`src/rtl/pipe_check_pkg.sv`:
```
// Shared constants for the latency checker: FSM encoding, default
// parameter values and the width helpers used to size counters and results.
package pipe_check_pkg;

   localparam int DEF_WIDTH    = 3;
   localparam int DEF_MAX_LAT  = 7;
   localparam int DEF_WINDOW   = 16;
   localparam int DEF_EXP_BLK  = 1;
   localparam int DEF_EXP_NBLK = 4;

   localparam logic [1:0] ST_IDLE  = 2'd0;
   localparam logic [1:0] ST_FILL  = 2'd1;
   localparam logic [1:0] ST_TRACK = 2'd2;
   localparam logic [1:0] ST_DONE  = 2'd3;

   // Bits needed to hold a lag index 0..max_lat.
   function automatic int lat_width(input int max_lat);
      return (max_lat < 1) ? 1 : $clog2(max_lat + 1);
   endfunction

   // Bits needed for a phase counter that must reach the larger of the two phases.
   function automatic int cnt_width(input int max_lat, input int window);
      int m;
      m = (max_lat > window) ? max_lat : window;
      return $clog2(m + 1);
   endfunction

endpackage

```
`src/rtl/lag_match_tracker.sv`:
```
// Keeps one "still matching" flag per candidate lag for a single chain output.
// A flag drops the first time the output disagrees with the delayed input for
// that lag. The lowest surviving lag and the any-survivor flag are reported as
// look-ahead values (what the flags will hold after the current edge), so the
// parent can capture the final result on the very edge of the last compare.
module lag_match_tracker
   import pipe_check_pkg::*;
#(
   parameter  int WIDTH   = DEF_WIDTH,
   parameter  int MAX_LAT = DEF_MAX_LAT,
   localparam int LW      = lat_width(MAX_LAT)
) (
   input  logic                         clk,
   input  logic                         rst_n,
   input  logic                         clear,
   input  logic                         enable,
   input  logic [WIDTH-1:0]             sample,
   input  logic [(MAX_LAT+1)*WIDTH-1:0] hist_bus,
   output logic [LW-1:0]                lowest,
   output logic                         found
);

   logic [MAX_LAT:0] ok;
   logic [MAX_LAT:0] ok_next;
   logic [MAX_LAT:0] match;

   // Compare the observed output against every candidate delayed input.
   always_comb begin
      match = '0;
      for (int k = 0; k <= MAX_LAT; k++) begin
         match[k] = (sample == hist_bus[k*WIDTH +: WIDTH]);
      end
   end

   // A new run re-arms every lag; during tracking a lag survives only while it keeps matching.
   always_comb begin
      ok_next = ok;
      if (clear) begin
         ok_next = '1;
      end else if (enable) begin
         ok_next = ok & match;
      end
   end

   // Hold the survivor flags between cycles.
   always_ff @(posedge clk or negedge rst_n) begin
      if (!rst_n) begin
         ok <= '0;
      end else begin
         ok <= ok_next;
      end
   end

   // Lowest surviving lag wins, so an ambiguous (e.g. constant) input reports lag 0.
   always_comb begin
      lowest = '0;
      found  = |ok_next;
      for (int k = MAX_LAT; k >= 0; k--) begin
         if (ok_next[k]) begin
            lowest = LW'(k);
         end
      end
   end

endmodule

```
`config.mk`:
```
export PLATFORM = sky130hd
export DESIGN_NAME = lag_match_tracker
export DESIGN_NICKNAME = d
export VERILOG_FILES = /design/src/rtl/pipe_check_pkg.sv /design/src/rtl/lag_match_tracker.sv
export SDC_FILE = /design/constraint.sdc
export NUM_CORES = 1
export LEC_CHECK = 0
export ABC_AREA = 1
export ABC_CLOCK_PERIOD_IN_PS = 1700
export CORE_MARGIN = 1
export CORE_UTILIZATION = 40
export DETAILED_ROUTE_END_ITERATION = 12
export MAX_ROUTING_LAYER = met4
export PLACE_DENSITY = 0.79
export SLEW_MARGIN = 30
export SYNTH_ARGS = -nofsm -noshare
export SYNTH_HDL_FRONTEND = slang
export SYNTH_SLANG_ARGS = --single-unit
```
`constraint.sdc`:
```
create_clock -name clk -period 1.7 [get_ports clk]
set_input_delay 0.34 -clock clk [delete_from_list [all_inputs] [get_ports clk]]
set_output_delay 0.34 -clock clk [all_outputs]
set_load 0.02 [all_outputs]
```
==> summary.md <==
| Metric | Value |
|---|---|
| Status | complete, but fails checks |
| # diodes | 0 |
| Clk buf depth | 2 |
| Post-Place Cell Area | 0.001130 mm^2 |
| Top Registers | ok: 8 flops |
| Worst hold slack | around 0.37 ns |
| Final Non-Filler Cells | 165 |
| Clk_skew | 0 ns |
| Worst-Margin Slew | 0.3795 ns |
| Max cap viols | 0 |
| Final slew viol count | 0 |
| PnR Total Power | around 0.65 mW |
| Synth area leaders | dfrtp_1 (27%), xnor2_1 (23%), nand2_1 (13%) |
| Die X | 44.93 um |
| Synthesized flop and latch total | 8 |
| Post-Syn Nets | 124 |
| GRT Residual Overflow | 0 |
| Clk pin slew, worst setup/hold paths | 0.05 ns |
| DRT antenna net count | 0 |
| Worst hold-check path type | in -> async |
| Seq/Total Area, Yosys | 27.16% |
| Distinct cells, synth | 19 |
| CP Class | in -> out |
| Initial Util | 42.68% |
| GRT Total Usage | 19.48% |
| P_leak | 0.6007 nW |
| Nets | ~170 |
| Maximum clock frequency | 0.5304 GHz |
| Core area | 0.001727 mm^2 |
| Total CTS buffers | 3 |
| Gate Count Post-Synth | a little over 90 |
| Crit path max fanout | 4 |
| Cells after DPL | 155 |
| Final Util | 73.84% |
| CP Cell Sequence | buf_6 > buf_6 > buf_6 > xnor2_2 > nand3_1 > nand2_1 > nand2_2 > nand2_2 > nor3_4 > nand2_1 > buf_6 |
| Initial antenna violation count | 0 |
| Final setup viols | 4 |
| Routed WL | 1.999 mm |
| Num rows | 15 |
| Worst EP arrival | 1.55 ns |
| Max IR drop VDD | 0.3667 mV |
| Die Y | 44.93 um |
| RSZ-0062 raised after global routing | yes |
| Violated checks | setup timing |
| Yosys top cell area share | 27.16% |
| Setup crit start kind | primary input |
| Largest Register | ok |
| Pwr Density | 508.8 mW/mm^2 |
| Setup TNS | -0.6325 ns |
| DIE AREA | 0.002018 mm^2 |
| Max incr delay on CP | 0.23 ns |
| Largest net degree at the start of global routing | 9 |
| Drt wl/cell | 12.12 um |
| Final hold vios | 0 |
| Initial DRT Pass Iterations | 4 |
| Crit path top cell by count | buf_6 |
| CTS tree | built |
| Required time of the critical path | about 1.4 ns |
| Fill cells | 137 |
| Crit end category | output port |
| Clock sinks | 8 |
| Tmin final | 1.885 ns |
| Post-Syn Area | 737.0 um^2 |
| 1st-iter DRT viols | 11 |
| Area delta synth->final | 73.00% |
| Hpwl dp | approximately 1.4 mm |
| Via count | 749 |
| First-pass GRT wire length | 2.829 mm |
| Number of H-tree levels | 1 |
| Critical path's slowest cell | nor3_4 |
| DR DRC count | 0 |
| Dpl ws | -1.016 ns |
| Synth area leader | dfrtp_1 |
| Final period util | 110.9% |
| Final WS setup | -0.1855 ns |
| Mapped Avg Cell Area | 7.924 um^2 |
| Cts hold-fix bufs | 0 |
| Final instance area | 0.001275 mm^2 |
| Layout cells sized above 1 | 39.29% |
| Root buf cell | clkbuf_4 |
| Number of global-route vias before repair | 715 |
| Drt via density | 4.539 |
| Slew HR | between 70% and 80% |
| Later-pin clock latency in the skew report | 0.25 ns |
| Synth Warn # | 0 |
| Max reg flops | 8 |
| RePlAce Congestion | 0.7525 |
| I/O pins | 35 |
| Input/output buffers | 34 |
-- cells by family after synthesis --
group                     share of synthesized area [%]
buffers and inverters                             10.86
AOI/OAI and AO/OA                                 4.075
DFF                                               27.16
and+or+nand+nor                                   31.75
xor gates and xnor gates                          26.15
-- cell usage after synthesis (all sizes together) --
cell type,number
nand2,33
xnor2,19
dfrtp,8
inv,8
nand3,8
a21oi,3
buf,3
nor2,3
xor2,3
nor3,2
clkbuf,1
nand4,1
o31ai,1
-- worst paths after layout --
path / startpoint / to / slack (ns) / depth (start not counted)
worst min register to register: ok[3]$_DFF_PN0_ / ok[3]$_DFF_PN0_ / 0.52 / 2
max in group asynchronous: rst_n / ok[7]$_DFF_PN0_ / 1.05 / 1
worst max-delay path: sample[0] / found / -0.19 / 11
min in group clk: ok[3]$_DFF_PN0_ / ok[3]$_DFF_PN0_ / 0.52 / 2
worst min-delay path: rst_n / ok[3]$_DFF_PN0_ / 0.37 / 1
worst max register to register: ok[5]$_DFF_PN0_ / ok[5]$_DFF_PN0_ / 0.92 / 3
-- what timing repair did --
item	CTS	global route
endpoints found under the setup margin	4	4
pin swaps	41	21
setup buffers	5	2
resized for setup	84	8
-- metal layers --
metal | share of wire (%) | wire length (um) | track usage [%] | vias to the layer above
met1 | 43 | 859 | 22.75 | 336
met4 | 0 | 0 | 5.455 | 0
met2 | 51 | 1021 | 35.07 | 27
li1 | - | - | - | 386
met5 | 0 | 0 | - | -
met3 | 5.9 | 118 | 2.000 | 0
-- layout by cell type, fill, tap and decap left out, types with 3 or more instances in the layout --
cell type and instances:
dfrtp_1 8, xnor2_2 3, xor2_1 3, dlygate4sd2_1 20
xnor2_1 16, clkdlybuf4s15_1 4, a21oi_2 3, buf_6 10
clkbuf_4 3, nand2_1 20, buf_4 9, inv_2 3
inv_1 4, nand3_1 6, nand2_2 11
-- power by group --
| group | internal [mW] | leakage, nW | total, mW | switching (mW) |
|---|---|---|---|---|
| clock network | 0.0806 | 0.0138 | 0.143 | 0.0622 |
| logic | 0.153 | 0.502 | 0.294 | 0.141 |
| registers | 0.206 | 0.0848 | 0.212 | 0.00548 |
| total | 0.440 | 0.601 | 0.649 | 0.209 |
-- critical path, delay by kind of cell --
family,cells,cell delay (ns)
xor gates and xnor gates,1,0.11
buffers and inverters,4,0.45
and+or+nand+nor,6,0.63
-- area by class of cell --
cell class	count	area, um^2	share of cell area [%]
tap	25	31.28	2.453
clock buffer	3	22.52	1.766
multi-input combinational	73	533.0	41.81
inverter	8	32.53	2.552
sequential	8	200.2	15.70
timing repair buffer	48	455.4	35.72
Note: power is estimated with default switching activity, not from simulation.
